**src/rtl/hazard_ctrl_pkg.sv**
```systemverilog
// Shared definitions for the pipeline hazard controller.
//   state_e     : sequencing FSM encodings (RUN/STALL/FLUSH/HALT)
//   FWD_*       : Execute operand forwarding select codes
//   NOP_INSTR   : instruction word loaded into F/D when it is flushed
package hazard_ctrl_pkg;

  typedef enum logic [1:0] {
    StRun   = 2'b00,
    StStall = 2'b01,
    StFlush = 2'b10,
    StHalt  = 2'b11
  } state_e;

  localparam logic [1:0] FWD_REG = 2'b00;  // register file value
  localparam logic [1:0] FWD_MEM = 2'b01;  // E/M stage result
  localparam logic [1:0] FWD_WB  = 2'b10;  // M/W stage result

  localparam logic [15:0] NOP_INSTR = 16'h0000;

endpackage

```
**src/rtl/hazard_ctrl_fwd_unit.sv**
```systemverilog
// Forwarding compare for a single Execute operand.
// Ports:
//   src              operand register address
//   m_dst/m_regwrite E/M stage destination and write flag
//   w_dst/w_regwrite M/W stage destination and write flag
//   sel              operand select (FWD_MEM over FWD_WB over FWD_REG)
module hazard_ctrl_fwd_unit
  import hazard_ctrl_pkg::*;
#(
  parameter int unsigned N = 3
) (
  input  logic [N-1:0] src,
  input  logic [N-1:0] m_dst,
  input  logic         m_regwrite,
  input  logic [N-1:0] w_dst,
  input  logic         w_regwrite,
  output logic [1:0]   sel
);

  // The younger E/M result wins over M/W; register 0 is an ordinary register.
  always_comb begin
    sel = FWD_REG;
    if (m_regwrite && (m_dst == src)) begin
      sel = FWD_MEM;
    end else if (w_regwrite && (w_dst == src)) begin
      sel = FWD_WB;
    end
  end

endmodule

```
**src/rtl/hazard_ctrl.sv**
```systemverilog
// Pipeline sequencing controller for the 5-stage processor.
// Watches Decode and the D/E, E/M, M/W control fields; drives PC/F-D/D-E
// enables, F/D flush, D/E bubble, operand forwarding selects and the
// RUN/STALL/FLUSH/HALT sequencing FSM.
// Ports:
//   clk, rst              clock; synchronous active-low reset
//   d_*                   Decode operands, use flags and HLT flag
//   resume                restart from HALT
//   e_*, m_*, w_*         downstream stage destination/control fields
//   mem_busy              freeze the whole pipe
//   pc_en, fd_en, de_en   buffer load enables
//   fd_flush, de_bubble   squash controls
//   fwd_a, fwd_b          Execute operand selects
//   state                 FSM state (debug)
module hazard_ctrl
  import hazard_ctrl_pkg::*;
#(
  parameter int unsigned N            = 3,
  parameter int unsigned FLUSH_CYCLES = 2
) (
  input  logic         clk,
  input  logic         rst,
  input  logic [N-1:0] d_src,
  input  logic [N-1:0] d_dst,
  input  logic         d_use_src,
  input  logic         d_use_dst,
  input  logic         d_halt,
  input  logic         resume,
  input  logic [N-1:0] e_dst,
  input  logic         e_regwrite,
  input  logic         e_memread,
  input  logic         e_branch_taken,
  input  logic [N-1:0] m_dst,
  input  logic         m_regwrite,
  input  logic [N-1:0] w_dst,
  input  logic         w_regwrite,
  input  logic         mem_busy,
  output logic         pc_en,
  output logic         fd_en,
  output logic         fd_flush,
  output logic         de_en,
  output logic         de_bubble,
  output logic [1:0]   fwd_a,
  output logic [1:0]   fwd_b,
  output logic [1:0]   state
);

  // Counter holds the flush cycles still owed after the branch cycle itself.
  localparam logic [1:0] FlushInit = 2'(FLUSH_CYCLES - 1);

  state_e     state_q, state_d;
  logic [1:0] cnt_q, cnt_d;
  logic       luh;
  logic [1:0] sel_a, sel_b;

  assign luh = e_memread && e_regwrite &&
               ((d_use_src && (d_src == e_dst)) || (d_use_dst && (d_dst == e_dst)));

  always_ff @(posedge clk) begin
    if (!rst) begin
      state_q <= StRun;
      cnt_q   <= 2'd0;
    end else begin
      state_q <= state_d;
      cnt_q   <= cnt_d;
    end
  end

  always_comb begin
    state_d   = state_q;
    cnt_d     = cnt_q;
    pc_en     = 1'b1;
    fd_en     = 1'b1;
    de_en     = 1'b1;
    fd_flush  = 1'b0;
    de_bubble = 1'b0;
    if (!rst) begin
      pc_en     = 1'b0;
      fd_en     = 1'b0;
      de_en     = 1'b0;
      fd_flush  = 1'b1;
      de_bubble = 1'b1;
    end else if (mem_busy) begin
      pc_en = 1'b0;
      fd_en = 1'b0;
      de_en = 1'b0;
    end else if (e_branch_taken) begin
      // Branch target loads into the PC while the wrong-path work is squashed.
      fd_flush  = 1'b1;
      de_bubble = 1'b1;
      cnt_d     = FlushInit;
      state_d   = (FLUSH_CYCLES > 1) ? StFlush : StRun;
    end else begin
      unique case (state_q)
        StFlush: begin
          fd_flush  = 1'b1;
          de_bubble = 1'b1;
          if (cnt_q <= 2'd1) begin
            cnt_d   = 2'd0;
            state_d = StRun;
          end else begin
            cnt_d = cnt_q - 2'd1;
          end
        end
        StHalt: begin
          pc_en     = 1'b0;
          fd_en     = 1'b0;
          de_bubble = 1'b1;
          if (resume) state_d = StRun;
        end
        StStall: begin
          // Load is now in E/M, forwarding covers it.
          state_d = StRun;
        end
        StRun: begin
          if (d_halt) begin
            // HLT itself advances into D/E; fetch stops behind it.
            pc_en   = 1'b0;
            fd_en   = 1'b0;
            state_d = StHalt;
          end else if (luh) begin
            pc_en     = 1'b0;
            fd_en     = 1'b0;
            de_bubble = 1'b1;
            state_d   = StStall;
          end
        end
      endcase
    end
  end

  hazard_ctrl_fwd_unit #(.N(N)) u_fwd_a (
    .src        (d_src),
    .m_dst      (m_dst),
    .m_regwrite (m_regwrite),
    .w_dst      (w_dst),
    .w_regwrite (w_regwrite),
    .sel        (sel_a)
  );

  hazard_ctrl_fwd_unit #(.N(N)) u_fwd_b (
    .src        (d_dst),
    .m_dst      (m_dst),
    .m_regwrite (m_regwrite),
    .w_dst      (w_dst),
    .w_regwrite (w_regwrite),
    .sel        (sel_b)
  );

  assign fwd_a = rst ? sel_a : FWD_REG;
  assign fwd_b = rst ? sel_b : FWD_REG;
  assign state = state_q;

endmodule

```
**config.mk**
```make
export PLATFORM = sky130hd
export DESIGN_NAME = hazard_ctrl
export DESIGN_NICKNAME = d
export VERILOG_FILES = /design/src/rtl/hazard_ctrl_pkg.sv /design/src/rtl/hazard_ctrl_fwd_unit.sv /design/src/rtl/hazard_ctrl.sv
export SDC_FILE = /design/constraint.sdc
export NUM_CORES = 1
export LEC_CHECK = 0
export CORE_MARGIN = 3
export CORE_UTILIZATION = 36
export CTS_CLUSTER_DIAMETER = 150
export DETAILED_ROUTE_END_ITERATION = 8
export HOLD_SLACK_MARGIN = 0.03
export PLACE_DENSITY = 0.84
export SLEW_MARGIN = 20
export SYNTH_ARGS = -nofsm -noshare
export SYNTH_HDL_FRONTEND = slang
export SYNTH_SLANG_ARGS = --single-unit
```
**constraint.sdc**
```tcl
create_clock -name clk -period 3.58 [get_ports clk]
set_clock_uncertainty 0.15 [all_clocks]
set_input_delay 0.358 -clock clk [delete_from_list [all_inputs] [get_ports clk]]
set_output_delay 0.358 -clock clk [all_outputs]
set_load 0.02 [all_outputs]
```
==> results of run 1 <==
## cells in the mapped netlist
| cell type | n |
|---|---|
| a41o_1 | 1 |
| a21o_1 | 1 |
| a31oi_1 | 3 |
| nand2b_1 | 4 |
| o311a_1 | 1 |
| or2b_1 | 1 |
| o221ai_1 | 1 |
| nand4_1 | 4 |
| nand2_1 | 4 |
| a21oi_1 | 2 |
| o41ai_1 | 1 |
| a311oi_1 | 2 |
| or2_1 | 1 |
| or3_1 | 2 |
| and4_1 | 2 |
| clkbuf_1 | 1 |
| dfxtp_1 | 4 |
| xor2_1 | 8 |
| buf_4 | 1 |
| a31o_2 | 1 |
| buf_6 | 1 |
| nor2_1 | 8 |
| xnor2_1 | 10 |
| inv_1 | 3 |
| nor3_1 | 1 |
| nor4_1 | 1 |
## per-stage QoR
step,std cells,area [µm²],setup WS [ns],hold WS (ns)
4_1_cts,121,911,0.812,0.302
3_3_place_gp,118,888,0.871,0.292
2_1_floorplan,69,522,1.54,0.271
6_report,121,911,0.840,0.299
3_5_place_dp,118,888,0.813,0.301
5_1_grt,121,911,0.702,0.350
## cell families after synthesis
family | after synthesis | synth area share
flops | 4 | 0.153
buf+inv | 6 | 0.0647
xor+xnor | 18 | 0.302
simple gates | 28 | 0.288
compound gates | 13 | 0.192
## power by group
group / switching [W] / total (W) / internal (W)
clock network: 0.0000168 / 0.0000542 / 0.0000374
logic: 0.0000431 / 0.0000993 / 0.0000562
registers: 0.00000373 / 0.0000508 / 0.0000471
total: 0.0000636 / 0.000204 / 0.000141
## final timing paths
check / from / slack [ns] / endpoint / cells past startpoint
max: d_src[1] / 0.84 / de_bubble / 6
min: cnt_q[1] / 0.30 / cnt_q[1] / 2
max reg2reg: state[1] / 2.02 / cnt_q[0] / 4
min reg2reg: cnt_q[1] / 0.30 / cnt_q[1] / 2
## metal layers
layer  wire (µm)  up-vias  GRT usage
met3          89        4     0.0285
li1            -      323          -
met5           0        -          0
met1         675      308      0.210
met4          34        0     0.0723
met2         944       31      0.337
## sequential cells by signal (all words and copies together), names as in the netlist
signal,cells
state,2
cnt_q,2
## final cells by class
type                            instances  area, µm²  share of cell area
Clock buffer                            3       22.5              0.0247
Inverter                                3       11.3              0.0124
Multi-Input combinational cell         59        408               0.448
Sequential cell                         4       80.1              0.0879
Tap cell                               15       18.8              0.0206
Timing Repair Buffer                   37        370               0.407
## cell usage in the layout (no fill, tap or decap), drive strengths merged
| cell | instances |
|---|---|
| nor3 | 1 |
| o221ai | 1 |
| nor4 | 1 |
| or3 | 2 |
| nand4 | 4 |
| inv | 3 |
| clkdlybuf4s50 | 37 |
| dfxtp | 4 |
| nand2b | 4 |
| xor2 | 8 |
| a21o | 1 |
| or2 | 1 |
| a311oi | 2 |
| or2b | 1 |
| nor2 | 8 |
| o311a | 1 |
| nand2 | 4 |
| xnor2 | 10 |
| and4 | 2 |
| o41ai | 1 |
| a21oi | 2 |
| a31o | 1 |
| a31oi | 3 |
| a41o | 1 |
| clkbuf | 3 |
## critical path, cell delays in order
cell	delay (ns)
clkdlybuf4s50_1	0.59
xnor2_1	0.15
nand4_1	0.10
a21o_1	0.22
o221ai_1	0.18
clkdlybuf4s50_1	0.63
==> results.md, run 1 <==
* Via count at 666
* Die ar. at 1940 µm²
* Total setup buffers inserted after CTS at 0
* GRT Overall Usage at 0.184
* Critical Path RT at 3.07 ns
* Startpoint types: input pin
* Max cap viols at 0
* CTS tree: built
* DR WL/cell at 14.4 µm
* Largest cells by area after synthesis: xnor2_1 (17%), dfxtp_1 (15%), xor2_1 (13%)
* Fin util at 0.683
* Initial antenna violation count at 0
* Syn_nets at 96
* Fin nets at 135
* Crit path capture type: output pin
* Synth Area per Inst at 7.56 µm²
* Setup CP Type: input pin to output pin
* Critical Path Fanout Max at 3
* IO Count at 38
* Gate Count Post-Synth at 69
* First-pass GRT wire length at 2.73 mm
* Status: complete, no violations
* Cell leakage power at 0.338 nW
* Sequential share of the synthesized area at 0.153
* Site row count at 13
* Core area at 1330 µm²
* RSZ-0062 raised after global routing: false
* Worst-path clk slew at 0.04 ns
* Fin. max-slew vios at 0
* Avg Vias per Cell at 5.50
* Synthesized area at 522 µm²
* Max-Slew Margin vs Limit at 0.777
* Final Hold Viols at 0
* Chip Height at 44.1 µm
* Clock sinks at 4
* Clock buffer depth at 2
* Layout cells sized above 1 at 0.0377
* Worst IR Drop VDD at 0.122 mV
* Post-Route Setup TNS at 0 ns
* Area leader, netlist: xnor2_1
* Worst-margin pin slew at 0.334 ns
* Number of global-route vias before repair at 658
* CTS buffer count at 3
* N_diodes at 0
* Unique masters post-synth at 26
* Critical path arrival at 2.23 ns
* Dpl hpwl at 1.50 mm
* First drt pass iteration count at 4
* Power Dens Cells at 224 nW/µm²
* GP Congestion at 0.738
* # fillers at 106
* IO Port Bufs at 37
* Clk_lat worst skew at 0.23 ns
* # setup viols final at 0
* Drt total wl at 1.74 mm
* CTS resizes at 0
* Fin crit period at 2.74 ns
* Grt ovf at 0
* FF+latch count, synth at 4
* DRC Markers at 0
* Routed Antenna Nets at 0
* Synth warn at 0
* Initial Utilization at 0.391
* Synth top area share at 0.168
* H-tree depth at 1
* Die Wd at 44.1 µm
* Peak Freq at 365 MHz
* Clock root buffer: clkbuf_4
* Largest net degree at the start of global routing at 11
* First DRT Iteration DRCs at 18
* P&R area growth vs syn at 74.6%
* Hold buffer count at CTS at 0
* Final period util at 0.765
* Hold Path Class: flip-flop to flip-flop
* Total power at 0.000204 W
Power figures use the tool's default switching activity.
==> run 2, diff against run 1 <==
CORE_UTILIZATION = 33   (was 36)
PLACE_DENSITY = 0.78   (was 0.84)
clock period = 2.6 ns   (was 3.58 ns; I/O delays follow)
==> results.md, run 2 (synthesis results as in run 1) <==
* Status: complete, no violations
* GP Congestion at 0.762
* Site row count at 13
* Cell Chain, Critical Path: clkdlybuf4s50_1 -> xnor2_1 -> nand4_1 -> a21o_1 -> a31o_2 -> clkdlybuf4s50_1
* H-tree depth at 1
* Placed Instances at 120
* Die Wd at 45.8 µm
* Clock buffer depth at 2
* Drt total wl at 1.62 mm
* Setup CP Type: input pin to output pin
* Most common cell after layout, fill and taps aside: clkdlybuf4s50_1
* DRC Markers at 0
* Critical path arrival at 2.04 ns
* Worst Hold Path EP: cnt_q[1]
* Reg-to-Reg End: state[1]
* Worst-path clk slew at 0.04 ns
* Pre-CTS setup slack at 0.0999 ns
* Startpoint types: input pin
* Hold buffer count at CTS at 0
* Worst Hold Launch: cnt_q[1]
* Fin nets at 137
* Final period util at 0.942
* First DRT Iteration DRCs at 4
* Final Hold Viols at 0
* Clock root buffer: clkbuf_4
* Commonest cells after routing, fill and taps aside: clkdlybuf4s50_1 (36), xnor2_1 (10), xor2_1 (8), nor2_1 (8)
* First-pass GRT wire length at 2.57 mm
* Total setup buffers inserted after CTS at 0
* Post-Route Setup TNS at 0 ns
* Fin crit period at 2.45 ns
* IO Port Bufs at 37
* Core area at 1380 µm²
* Max incr delay on CP at 0.59 ns
* Via count at 637
* Critical Path Fanout Max at 3
* First drt pass iteration count at 3
* Final hold slack at 0.297 ns
* CTS tree: built
* IO Count at 38
* Post-route non-filler standard cell count at 123
* Routed Antenna Nets at 0
* Reg area at 80.1 µm²
* Avg Vias per Cell at 5.18
* Clock sinks at 4
* # setup viols final at 0
* Initial Utilization at 0.377
* GRT Overall Usage at 0.169
* Max cap viols at 0
* Hold Path Class: flip-flop to flip-flop
* N_diodes at 0
* # fillers at 120
* Clk_lat worst skew at 0.23 ns
* R2R Setup Slk at 1.13 ns
* Largest net degree at the start of global routing at 11
* Power Dens Cells at 304 nW/µm²
* DR WL/cell at 13.2 µm
* Worst IR Drop VDD at 0.181 mV
* RSZ-0062 raised after global routing: false
* Worst-margin pin slew at 0.301 ns
* Chip Height at 45.8 µm
* Path depth of the worst reg2reg path at 3
* Multi-input gate area at 408 µm²
* Max-Slew Margin vs Limit at 0.799
* Layout cells sized above 1 at 0.0556
* Initial antenna violation count at 0
* Worst R2R Start: state[0]
* CTS buffer count at 3
* P&R area growth vs syn at 77.9%
* Crit-path slowest cell: clkdlybuf4s50_1
* Dpl hpwl at 1.39 mm
* Critical Path RT at 2.19 ns
* Number of global-route vias before repair at 616
* Cell mode on critical path: clkdlybuf4s50_1
* Cell leakage power at 0.354 nW
* Peak Freq at 408 MHz
* Grt ovf at 0
* Cells on Worst Hold Path at 2
* Fin. max-slew vios at 0
* Crit path capture type: output pin
* Die ar. at 2090 µm²
* Worst Setup Slack, final at 0.150 ns
## run 2: cell types whose count changed in the layout (fill, tap and decap cells not counted)
cell	change
buf_4	+2
clkdlybuf4s50_1	-1
dlymetal6s2s_1	+1
## run 2: final cells by class
cell class	count	share of cell area
clock buffer	3	0.0243
inverter	3	0.0121
multi-input combinational	59	0.439
sequential	4	0.0863
tap	15	0.0202
timing repair buffer	39	0.418
## run 2: how the worst max path moves through the flow
stage / startpoint / depth (start not counted) / endpoint / slack [ns]
detailed placement: d_dst[2] / 6 / de_bubble / 0.1
global route: d_src[2] / 6 / pc_en / 0.06
finish: d_dst[2] / 6 / fd_en / 0.15
CTS: d_src[2] / 6 / de_bubble / 0.1
global placement: d_src[2] / 6 / de_bubble / 0.11
floorplan: rst / 5 / pc_en / 0.76
## run 2: layer usage
layer	track usage	wire, µm
met5	0	0
met4	0.0909	27
met3	0.0316	88
met2	0.265	816
met1	0.216	687
## run 2: power by group
| part | internal (W) | switching [W] | leakage, nW | total (W) |
|---|---|---|---|---|
| Combinational | 0.0000791 | 0.0000582 | 0.307 | 0.000137 |
| Sequential | 0.0000649 | 0.00000456 | 0.0328 | 0.0000694 |
| Clock | 0.0000516 | 0.0000242 | 0.0138 | 0.0000758 |
| Total | 0.000196 | 0.0000870 | 0.354 | 0.000283 |
## run 2: worst max-delay path, delay by kind of cell
kind                      cells  cell delay, ns
AOI/OAI and AO/OA             2            0.40
xor gates and xnor gates      1            0.15
buffers and inverters         2            1.12
and+or+nand+nor               1            0.11
## run 2: through the flow
stage | power [W] | cell area (µm²) | utilization
after global routing | 0.000301 | 928 | 0.671
after floorplan | 0.000132 | 522 | -
after global placement | 0.000206 | 903 | 0.653
after CTS | 0.000287 | 926 | 0.670
final | 0.000283 | 928 | 0.671
after detailed placement | 0.000208 | 903 | 0.653
## run 2: what timing repair did
action | in CTS | in global routing
resized for setup | 0 | 1
endpoints found under the hold margin | 0 | 0
endpoints found under the setup margin | 0 | 1
==> run 3, diff against run 2 <==
ABC_AREA = 1   (was not set)
CORE_UTILIZATION = 35   (was 33)
PLACE_DENSITY = 0.79   (was 0.78)
==> results.md, run 3 <==
* Status: complete, no violations
* Grt ovf at 0
* Commonest cells post-synth: nand2_1 (39), inv_1 (15), nor2_1 (13)
* Drt total wl at 1.76 mm
* Commonest cells after routing, fill and taps aside: nand2_1 (39), clkdlybuf4s50_1 (33), inv_1 (15)
* Top-count cell post-synth: nand2_1
* Fin. max-slew vios at 0
* Hold buffer count at CTS at 0
* Worst Hold Launch: cnt_q[1]
* Critical Path Source: d_dst[1]
* Syn_nets at 138
* # setup viols final at 0
* Hold Path Class: flip-flop to flip-flop
* Power Dens Cells at 279 nW/µm²
* Die Wd at 46.6 µm
* Critical Path RT at 2.19 ns
* Total power at 0.000283 W
* GRT Overall Usage at 0.178
* Clock buffer depth at 2
* IO Port Bufs at 37
* DRC Markers at 0
* Final period util at 0.974
* Synth async-reset ratio at 0
* Chip Height at 46.6 µm
* Sequential share of the synthesized area at 0.139
* Final Hold Viols at 0
* First drt pass iteration count at 4
* Peak Freq at 395 MHz
* Critical path arrival at 2.12 ns
* Post-Route Setup TNS at 0 ns
* Max-Slew Margin vs Limit at 0.724
* Number of global-route vias before repair at 780
* Clock sinks at 4
* Fin nets at 181
* Layout cells sized above 1 at 0.105
* First-pass GRT wire length at 2.79 mm
* P&R area growth vs syn at 75.9%
* Synth warn at 0
* # fillers at 155
* Worst-margin pin slew at 0.410 ns
* Cell leakage power at 0.535 nW
* Post-synth EDFFs at 0
* Fin util at 0.664
* Worst IR Drop VDD at 0.155 mV
* Crit path capture type: output pin
* Most common cell after layout, fill and taps aside: nand2_1
* Worst R2R Start: state[0]
* Via count at 804
* Clk_lat worst skew at 0.23 ns
* CTS buffer count at 3
* Avg Vias per Cell at 4.79
* Fin crit period at 2.53 ns
* Max cap viols at 0
* Initial Utilization at 0.378
* GP Congestion at 0.850
* Worst-path clk slew at 0.03 ns
* Die ar. at 2170 µm²
* Clock root buffer: clkbuf_4
* DR WL/cell at 10.5 µm
* Dpl hpwl at 1.46 mm
* Startpoint types: input pin
* Initial antenna violation count at 0
* Primary FF master, synth: dfxtp_1
* Critical Path Fanout Max at 4
* Largest net degree at the start of global routing at 7
* Synth top area share at 0.254
* Core area at 1520 µm²
* N_diodes at 0
* Synthesized area at 576 µm²
* Unique masters post-synth at 18
* Site row count at 14
* Setup CP Type: input pin to output pin
* Multi-input gate area at 419 µm²
* CTS tree: built
* RSZ-0062 raised after global routing: false
* First DRT Iteration DRCs at 12
* Gate Count Post-Synth at 111
* H-tree depth at 1
* Routed Antenna Nets at 0
* Area leader, netlist: nand2_1
* IO Count at 38
* Largest cells by area after synthesis: nand2_1 (25%), dfxtp_1 (14%), inv_1 (9.8%)
* FF+latch count, synth at 4
* Synth Area per Inst at 5.19 µm²
* Reg area at 80.1 µm²
[run 3: area by class of cell]
cell class              instances  share of cell area
flip-flops and latches          4              0.0791
inverters                      20              0.0742
multi-input cells              86               0.414
well taps                      16              0.0198
repair buffers                 39               0.391
clock buffers                   3              0.0222
[run 3: path summary, 6_finish.rpt]
check / endpoint / slack (ns) / cells after the start
min: cnt_q[1] / 0.31 / 2
min reg2reg: cnt_q[1] / 0.31 / 2
max: fwd_b[0] / 0.07 / 6
max reg2reg: state[0] / 1.22 / 7
[run 3: what timing repair did]
| item | in CTS | in global routing |
|---|---|---|
| gates resized for setup | 0 | 5 |
| buffers inserted | 0 | 0 |
| setup endpoints to repair | 0 | 5 |
[run 3: cells by family (layout without fill, tap and decap cells)]
group / count (synthesis) / after routing / synth area share
flip-flops: 4 / 4 / 0.139
XOR/XNOR: 6 / 6 / 0.0913
AO/OA/AOI/OAI: 14 / 14 / 0.135
AND/OR/NAND/NOR: 66 / 66 / 0.491
buffers and inverters: 21 / 62 / 0.143
[run 3: per-stage QoR]
step	cells	worst slack (ns)	hold WS (ns)	cell area [µm²]
after floorplan	111	0.826	0.239	576
after global placement	165	0.0546	0.310	973
after detailed placement	165	0.0253	0.313	973
after CTS	168	0.0201	0.318	996
after global routing	168	0.0168	0.363	1010
final	168	0.0672	0.314	1010
[run 3: worst max-delay path: stages]
cell and delay [ns]:
clkdlybuf4s50_1 0.50, xor2_1 0.20, nor4_1 0.38, inv_1 0.08
nor2_1 0.10, clkdlybuf4s50_1 0.61
[run 3: per-layer routing]
metal / routed length (µm) / vias up / track usage
met3: 127 / 0 / 0.00391
met1: 702 / 345 / 0.188
met4: 0 / 0 / 0.125
met2: 926 / 30 / 0.330
met5: 0 / - / 0
li1: - / 429 / -
[run 3: power by group]
group | leakage [nW] | total [W] | internal [W] | switching [W]
Combinational | 0.488 | 0.000140 | 0.0000727 | 0.0000673
Clock | 0.0138 | 0.0000754 | 0.0000515 | 0.0000238
Sequential | 0.0327 | 0.0000674 | 0.0000646 | 0.00000279
